[config.mk]
export PLATFORM = sky130hd
export DESIGN_NAME = mem_port_arbiter
export DESIGN_NICKNAME = d
export VERILOG_FILES = /design/src/rtl/mem_port_arbiter.sv
export SDC_FILE = /design/constraint.sdc
export NUM_CORES = 1
export LEC_CHECK = 0
export BUFFER_PORTS_ARGS = -buffer_cell sky130_fd_sc_hd__buf_2
export CELL_PAD_IN_SITES_DETAIL_PLACEMENT = 0
export CELL_PAD_IN_SITES_GLOBAL_PLACEMENT = 1
export CORE_ASPECT_RATIO = 1.1
export CORE_UTILIZATION = 36
export CTS_CLUSTER_DIAMETER = 100
export DETAILED_ROUTE_END_ITERATION = 10
export GPL_TIMING_DRIVEN = 0
export PLACE_DENSITY_LB_ADDON = 0.05
export SYNTH_ARGS = -nofsm -noshare
export SYNTH_HDL_FRONTEND = slang
export SYNTH_SLANG_ARGS = --single-unit
[constraint.sdc]
create_clock -name clk -period 2.2 [get_ports clk]
set_input_delay 0.11 -clock clk [delete_from_list [all_inputs] [get_ports clk]]
set_output_delay 0.11 -clock clk [all_outputs]
set_load 0.1 [all_outputs]
[src/rtl/mem_port_arbiter.sv]
// -----------------------------------------------------------------------------
// mem_port_arbiter
//
// Shares the single-ported unified instruction/data RAM between the fetch
// stage (IF, read-only) and the memory stage (MEM, load/store). One access is
// in flight at a time; each access runs IDLE/RESP -> ISSUE -> WAIT (LAT
// cycles) -> RESP, so an access takes LAT+2 cycles from request to pulse.
// Also produces the pipeline freeze/stall controls that accompany the hazard
// unit's outputs.
//
// Optional build macro: MEM_ARB_PERF_EN adds two saturating 16-bit stall
// counters (fetch_stall_cnt, mem_stall_cnt). Without it those ports do not
// exist and behaviour is otherwise identical.
//
// Ports:
//   clk, reset          rising-edge clock, asynchronous active-low reset
//   if_req/if_addr      fetch request (held until if_valid) and address
//   if_rdata/if_valid   fetched word and its one-cycle completion pulse
//   mem_rd/mem_wr       load / store request (both high = store)
//   mem_addr/mem_wdata  load/store address and store data
//   mem_rdata/mem_done  load data (changes only on a completing load) and
//                       one-cycle completion pulse
//   ram_en/ram_we       RAM strobe (one cycle per access) and write enable
//   ram_addr/ram_wdata  RAM address and write data
//   ram_rdata           RAM read data, valid LAT cycles after ram_en
//   pc_writebar         blocks the PC update
//   IF_ID_loadbar       holds the IF/ID register
//   pipe_freeze         holds ID/EX, EX/MEM and MEM/WB
//   if_bubble           loads a NOP into IF/ID while fetch alone is stalled
// -----------------------------------------------------------------------------
module mem_port_arbiter #(
    parameter int ADDR_W = 12,
    parameter int DATA_W = 19,
    parameter int LAT    = 2
) (
    input  logic              clk,
    input  logic              reset,
    input  logic              if_req,
    input  logic [ADDR_W-1:0] if_addr,
    output logic [DATA_W-1:0] if_rdata,
    output logic              if_valid,
    input  logic              mem_rd,
    input  logic              mem_wr,
    input  logic [ADDR_W-1:0] mem_addr,
    input  logic [DATA_W-1:0] mem_wdata,
    output logic [DATA_W-1:0] mem_rdata,
    output logic              mem_done,
    output logic              ram_en,
    output logic              ram_we,
    output logic [ADDR_W-1:0] ram_addr,
    output logic [DATA_W-1:0] ram_wdata,
    input  logic [DATA_W-1:0] ram_rdata,
    output logic              pc_writebar,
    output logic              IF_ID_loadbar,
    output logic              pipe_freeze,
    output logic              if_bubble
`ifdef MEM_ARB_PERF_EN
    ,
    output logic [15:0]       fetch_stall_cnt,
    output logic [15:0]       mem_stall_cnt
`endif
);

    // Final WAIT count before the read data is valid (LAT is 1..7).
    localparam logic [2:0] LAT_LAST = 3'(LAT - 1);

    typedef enum logic [1:0] {
        ST_IDLE  = 2'd0,
        ST_ISSUE = 2'd1,
        ST_WAIT  = 2'd2,
        ST_RESP  = 2'd3
    } state_t;

    state_t      state_r;
    state_t      state_s;
    logic [2:0]  wait_cnt_r;
    logic        last_mem_r;   // previous grant went to MEM
    logic        own_mem_r;    // current access belongs to MEM
    logic        own_wr_r;     // current access is a store

    logic        mem_req_s;
    logic        if_pend_s;
    logic        mem_pend_s;
    logic        grant_s;
    logic        grant_mem_s;
    logic        resp_entry_s;

    // Next-state logic and arbitration.
    always_comb begin
        state_s      = state_r;
        grant_s      = 1'b0;
        grant_mem_s  = 1'b0;
        mem_req_s    = mem_rd | mem_wr;
        if_pend_s    = if_req;
        mem_pend_s   = mem_req_s;
        resp_entry_s = (state_r == ST_WAIT) && (wait_cnt_r == LAT_LAST);

        // In RESP the owner's request is the one being answered right now;
        // its requester may still hold it this cycle, so it is not a new
        // request and must not be reissued with a stale address.
        if (state_r == ST_RESP) begin
            if (own_mem_r) begin
                mem_pend_s = 1'b0;
            end else begin
                if_pend_s  = 1'b0;
            end
        end else begin
            mem_pend_s = mem_req_s;
        end

        case (state_r)
            ST_IDLE, ST_RESP: begin
                if (if_pend_s || mem_pend_s) begin
                    grant_s     = 1'b1;
                    // MEM wins unless it had the last grant and IF is waiting.
                    grant_mem_s = mem_pend_s && !(last_mem_r && if_pend_s);
                    state_s     = ST_ISSUE;
                end else begin
                    state_s     = ST_IDLE;
                end
            end
            ST_ISSUE: begin
                state_s = ST_WAIT;
            end
            ST_WAIT: begin
                if (resp_entry_s) begin
                    state_s = ST_RESP;
                end else begin
                    state_s = ST_WAIT;
                end
            end
            default: begin
                state_s = ST_IDLE;
            end
        endcase
    end

    // State register.
    always_ff @(posedge clk or negedge reset) begin
        if (!reset) begin
            state_r <= ST_IDLE;
        end else begin
            state_r <= state_s;
        end
    end

    // WAIT-phase latency counter; restarts from zero on every WAIT entry.
    always_ff @(posedge clk or negedge reset) begin
        if (!reset) begin
            wait_cnt_r <= 3'd0;
        end else if (state_r == ST_WAIT) begin
            wait_cnt_r <= wait_cnt_r + 3'd1;
        end else begin
            wait_cnt_r <= 3'd0;
        end
    end

    // Grant bookkeeping and RAM command registers, loaded on the ISSUE entry.
    always_ff @(posedge clk or negedge reset) begin
        if (!reset) begin
            last_mem_r <= 1'b0;
            own_mem_r  <= 1'b0;
            own_wr_r   <= 1'b0;
            ram_en     <= 1'b0;
            ram_we     <= 1'b0;
            ram_addr   <= {ADDR_W{1'b0}};
            ram_wdata  <= {DATA_W{1'b0}};
        end else begin
            ram_en <= grant_s;
            ram_we <= grant_s & grant_mem_s & mem_wr;
            if (grant_s) begin
                last_mem_r <= grant_mem_s;
                own_mem_r  <= grant_mem_s;
                own_wr_r   <= grant_mem_s & mem_wr;
                ram_addr   <= grant_mem_s ? mem_addr : if_addr;
                ram_wdata  <= (grant_mem_s && mem_wr) ? mem_wdata : ram_wdata;
            end else begin
                last_mem_r <= last_mem_r;
                own_mem_r  <= own_mem_r;
                own_wr_r   <= own_wr_r;
                ram_addr   <= ram_addr;
                ram_wdata  <= ram_wdata;
            end
        end
    end

    // Response capture: only the owner's pulse and data register change.
    always_ff @(posedge clk or negedge reset) begin
        if (!reset) begin
            if_valid  <= 1'b0;
            mem_done  <= 1'b0;
            if_rdata  <= {DATA_W{1'b0}};
            mem_rdata <= {DATA_W{1'b0}};
        end else begin
            if_valid <= resp_entry_s & ~own_mem_r;
            mem_done <= resp_entry_s & own_mem_r;
            if (resp_entry_s && !own_mem_r) begin
                if_rdata <= ram_rdata;
            end else begin
                if_rdata <= if_rdata;
            end
            if (resp_entry_s && own_mem_r && !own_wr_r) begin
                mem_rdata <= ram_rdata;
            end else begin
                mem_rdata <= mem_rdata;
            end
        end
    end

    // Stall controls are combinational so the pipeline reacts in the same
    // cycle a request appears or completes.
    assign pipe_freeze   = mem_req_s & ~mem_done;
    assign IF_ID_loadbar = pipe_freeze;
    assign pc_writebar   = pipe_freeze | (if_req & ~if_valid);
    assign if_bubble     = if_req & ~if_valid & ~pipe_freeze;

`ifdef MEM_ARB_PERF_EN
    // Saturating stall-cycle counters.
    always_ff @(posedge clk or negedge reset) begin
        if (!reset) begin
            fetch_stall_cnt <= 16'h0000;
            mem_stall_cnt   <= 16'h0000;
        end else begin
            if (pc_writebar && !pipe_freeze && (fetch_stall_cnt != 16'hFFFF)) begin
                fetch_stall_cnt <= fetch_stall_cnt + 16'h0001;
            end else begin
                fetch_stall_cnt <= fetch_stall_cnt;
            end
            if (pipe_freeze && (mem_stall_cnt != 16'hFFFF)) begin
                mem_stall_cnt <= mem_stall_cnt + 16'h0001;
            end else begin
                mem_stall_cnt <= mem_stall_cnt;
            end
        end
    end
`endif

endmodule

## Yosys cells after proc, flatten, opt, wreduce, memory -nomap -nowiden

Cells that the tools add are included.

- Register bits after elaboration: 80
- Latch bits: 0
- RAM bits: 0
- ROM bits: 0
- Bits of input ports: 67
- Output and inout bits: 77
- Word-level logic and storage cells: 58
- Memories: 0

- Add/subtract/negate cells: 1
- Multipliers: 0
- Divide/modulo/power cells: 0
- Magnitude comparators: 0
- Equality and inequality tests: 4
- Shift operators: 0
- Multiplexer cells: 13
- Bitwise gates (word level): 14
- Reduce and logical (&&, ||, !) cells: 14

Operators by type and width:

| kind | count |
|---|---|
| 12-bit two-way mux | 1 |
| 1-bit two-way mux | 10 |
| 1-bit bitwise AND | 8 |
| 1-bit logical AND | 7 |
| 2-bit one-hot mux with 3 select lines | 1 |
| 2-bit equality test, second input constant | 2 |
| 1-bit NOT | 4 |
| 3-bit by 1-bit adder with 3-bit output, second input constant | 1 |
| 3-bit by 1-bit equality test with 1-bit output, second input constant | 1 |
| 1-bit logical NOT | 3 |
| 3-bit two-way mux | 1 |
| 2-bit by 1-bit equality test with 1-bit output, second input constant | 1 |
| 2-bit logical NOT | 1 |
| 1-bit bitwise OR | 2 |
| 2-bit AND reduction | 1 |
| 2-bit OR reduction | 1 |
| 1-bit logical OR | 1 |

## Depth between registers and ports, before layout

- Word-level depth: 9
- Mapped depth: 8
- Mapped depth without buffers: 6

## Least setup slack after synthesis

OpenSTA, ideal clock, no wires.

- Path type: reg2out
- Start: register mem_done
- End: output port if_bubble
- Arrival time: 3.180 ns
- Required time: 2.090 ns
- Setup slack: -1.090 ns
- Cell stages (with the launch flop): 3
- Buffers on the path: 0
- Cells stage by stage: dfrtp_1 nor2_1 nor2_1

- Cells in the longest elaborated chain, start to end: 4

Ends and longest elaborated chain:

| what | line | source |
|---|---|---|
| from (decl) | 47 | `output logic mem_done,` |
| from (signal assigned) | 196 | `mem_done <= resp_entry_s & own_mem_r;` |
| 1-bit NOT | 212 | `assign pipe_freeze = mem_req_s & ~mem_done;` |
| 1-bit bitwise AND | 212 |  |
| via IF_ID_loadbar | 54 | `output logic IF_ID_loadbar,` |
| 1-bit NOT | 215 | `assign if_bubble = if_req & ~if_valid & ~pipe_freeze;` |
| 1-bit bitwise AND | 215 |  |
| to (decl) | 56 | `output logic if_bubble` |

The timed path passes the listed nets, and every way through them passes these cells.

## Final worst setup path

- Start: register wait_cnt_r[1]
- End: register mem_rdata[11]

- Cells in the longest elaborated chain, start to end: 4

Ends and longest elaborated chain:

| what | line | source |
|---|---|---|
| from (decl) | 76 | `logic [2:0] wait_cnt_r;` |
| from (signal assigned) | 152 | `wait_cnt_r <= wait_cnt_r + 3'd1;` |
| 3-bit by 1-bit equality test with 1-bit output | 96 | `resp_entry_s = (state_r == ST_WAIT) && (wait_cnt_r == LAT_LAST);` |
| 1-bit logical AND | 96 |  |
| 1-bit logical AND (2 in series) | 202 | `if (resp_entry_s && own_mem_r && !own_wr_r) begin` |
| to (signal assigned) | 193 | `mem_rdata <= {DATA_W{1'b0}};` |
| to (signal assigned) | 203 | `mem_rdata <= ram_rdata;` |
| to (signal assigned) | 205 | `mem_rdata <= mem_rdata;` |
| to (decl) | 46 | `output logic [DATA_W-1:0] mem_rdata,` |

Every way passes these cells.
A chain may end at the register's enable or synchronous reset.

==> metrics.yaml <==
run_status:
  outcome: "finished clean"
synth:
  ys_seq_elements: 80
  synth_top_cells_by_area: "dfrtp_1, mux2_2, mux2i_1"
  synth_compound_area_frac: 0.0370
  syn_area_per_cell_um2: 14.8
  synthSimpleGateAreaFrac: 0.0457
  synthXorXnorAreaFrac: 0.00276
  synth-adder-area-share: 0.0158
  synthMuxAreaShare: 0.240
  synth_largest_area_cell: "dfrtp_1"
  synth_area_um2: 3180
  synth_nets: 285
  synth_top_family_by_area: "multiplexers"
  synth_cells: 214
  yosysSeqAreaShare: 0.630
  yosys_warnings: 0
  yosysUniqueCellTypes: 24
  synth.top_cell.area_share: 0.630
detailed_routing:
  vias: 2395
  viasPerCell: 4.60
  routed_wl_um: 7130
  drtPass1Iterations: 4
  ant_nets: 0
  wl_per_cell_um: 13.7
  drt_iter0_markers: 41
  drc: 0
sta:
  fmax_ghz: 0.518
  hold_viol: 0
  final.setup.tns_ns: 0
  drv_slew: 0
  slew_headroom: 0.661
  fin_crit_ns: 1.93
  fin_skew_ns: 0.00688
  rsz0062_at_grt: "no"
  tightest_slew_ns: 0.508
  setup_violations: 0
  min_period_over_period: 0.878
setup_path:
  timing.rr.start: "wait_cnt_r[1]$_DFF_PN0_"
  worstSetupPathType: "flip-flop to flip-flop"
  cp.required_ns: 2.42
  arrival_ns: 2.16
  reg2reg_slack_ns: 0.27
  critical_path.endpoint_type: "flip-flop"
  reg2reg_to: "mem_rdata[11]$_DFFE_PN0P_"
  reg2reg_depth: 8
  cp-start-kind: "flip-flop"
  path_max_fanout: 10
floorplanning:
  initial_core_util: 0.376
  core_um2: 8450
  die_x_um: 91.6
  rows: 35
  fp.dieH_um: 101
  io_pins: 144
  die-area_um2: 9200
clock_tree:
  clock-sinks: 80
  root_buffer: "clkbuf_8"
  cts_tree: "built"
  cts_made_buffers: 9
  cts.repair.resized: 0
  clkLatencyLatePin_ns: 0.34
  cts_buffer_depth: 2
  path_clk_slew_ns: 0.08
  cts_hold_buffers: 36
  htreeDepth: 3
  cts_setup_buffers: 0
cells_and_area:
  most-common-layout-cells: "buf_2, dfrtp_1, mux2_2"
  fillers: 757
  areaGrowthSynthToFinish_pct: 46.5
  fin_nets: 476
  mostFrequentLayoutCell: "buf_2"
  diodes: 0
  layout-drive-gt1-share: 0.571
place:
  place_hpwl_um: 5020
  gp_congestion: 0.687
  port_buffers: 143
global_routing:
  grtUsageTotal: 0.167
  antenna_found_initial: 0
  grt_max_degree: 43
  grt_pass1_vias: 2449
  grt_pass1_wl_um: 11900
  grt_overflow: 0
worst_hold_path:
  min_path_type: "primary input to flip-flop"
  min_to: "mem_rdata[8]$_DFFE_PN0P_"
  hold_path_depth: 2
  hp-start: "ram_rdata[8]"
job:
  maxCapViolCount: 0
[kinds of logic after synthesis]
logic type	Yosys count
AOI/OAI and AO/OA	19
DFF	80
buffers and inverters	14
adders and majority gates	4
muxes	69
and+or+nand+nor	27
xor gates and xnor gates	1
[stage by stage]
| stage | instances | area (um2) | util | setup slack (ns) | hold slack (ns) |
|---|---|---|---|---|---|
| after CTS | 521 | 4650 | 0.551 | 0.226 | 0.00200 |
| after global routing | 521 | 4650 | 0.551 | 0.0538 | 0.00502 |
| after detailed placement | 469 | 4070 | 0.482 | 0.250 | 0.118 |
| after global placement | 468 | 4050 | 0.479 | 0.261 | 0.343 |
| after floorplan | 214 | 3200 | - | 0.196 | -0.186 |
| final | 521 | 4650 | 0.551 | 0.268 | 0.0168 |
[final cells by class]
cell class	count	area, um2	area share
clock buffer	12	145	0.0312
buffer	10	76.3	0.0164
clock inverter	4	76.3	0.0164
sequential	80	2000	0.430
multi-input combinational	120	1100	0.237
timing repair buffer	180	1100	0.236
tap	111	139	0.0298
inverter	4	15.0	0.00323
[how the worst max path moves through the flow]
stage,startpoint,slack [ns],end,cells past startpoint
2_1_floorplan,mem_done$_DFF_PN0_,0.20,if_bubble,2
3_5_place_dp,wait_cnt_r[1]$_DFF_PN0_,0.25,mem_rdata[15]$_DFFE_PN0P_,8
3_3_place_gp,wait_cnt_r[1]$_DFF_PN0_,0.26,mem_rdata[9]$_DFFE_PN0P_,8
4_1_cts,wait_cnt_r[1]$_DFF_PN0_,0.23,mem_rdata[11]$_DFFE_PN0P_,8
5_1_grt,wait_cnt_r[1]$_DFF_PN0_,0.05,mem_rdata[11]$_DFFE_PN0P_,8
6_report,wait_cnt_r[1]$_DFF_PN0_,0.27,mem_rdata[11]$_DFFE_PN0P_,8
[layer usage]
| metal | GRT usage | vias up | routed length (um) |
|---|---|---|---|
| li1 | - | 1128 | - |
| met1 | 0.213 | 1147 | 3100 |
| met2 | 0.257 | 103 | 3240 |
| met3 | 0.0528 | 17 | 645 |
| met4 | 0.0806 | 0 | 152 |
| met5 | 0 | - | 0 |
[worst max-delay path: stages (launching register included)]
cell and delay, ns:
dfrtp_1 0.38, inv_1 0.06, ha_1 0.13, nor2b_1 0.14, nand2_1 0.10, nor3b_1 0.20
buf_4 0.23, buf_4 0.22, mux2_2 0.35
[synth_stat cells (all sizes together)]
library cell,instances
dfrtp,80
mux2,57
o21ai,15
nand2,13
mux2i,12
buf,10
ha,4
inv,4
nor2,4
nor2b,3
a21o,2
and3,2
nor3b,2
a2bb2oi,1
and2,1
nand2b,1
o211ai,1
or4b,1
xor2,1
[sequential cells by signal, summed over array words and instances, names as in the netlist, 2 cells and up]
| signal | flops |
|---|---|
| if_rdata | 19 |
| mem_rdata | 19 |
| ram_wdata | 19 |
| ram_addr | 12 |
| wait_cnt_r | 3 |
| state_r | 2 |
Power is left out: the tool's default activity adds up to more than one toggle a clock period on the data nets, which glitch-free logic cannot reach.
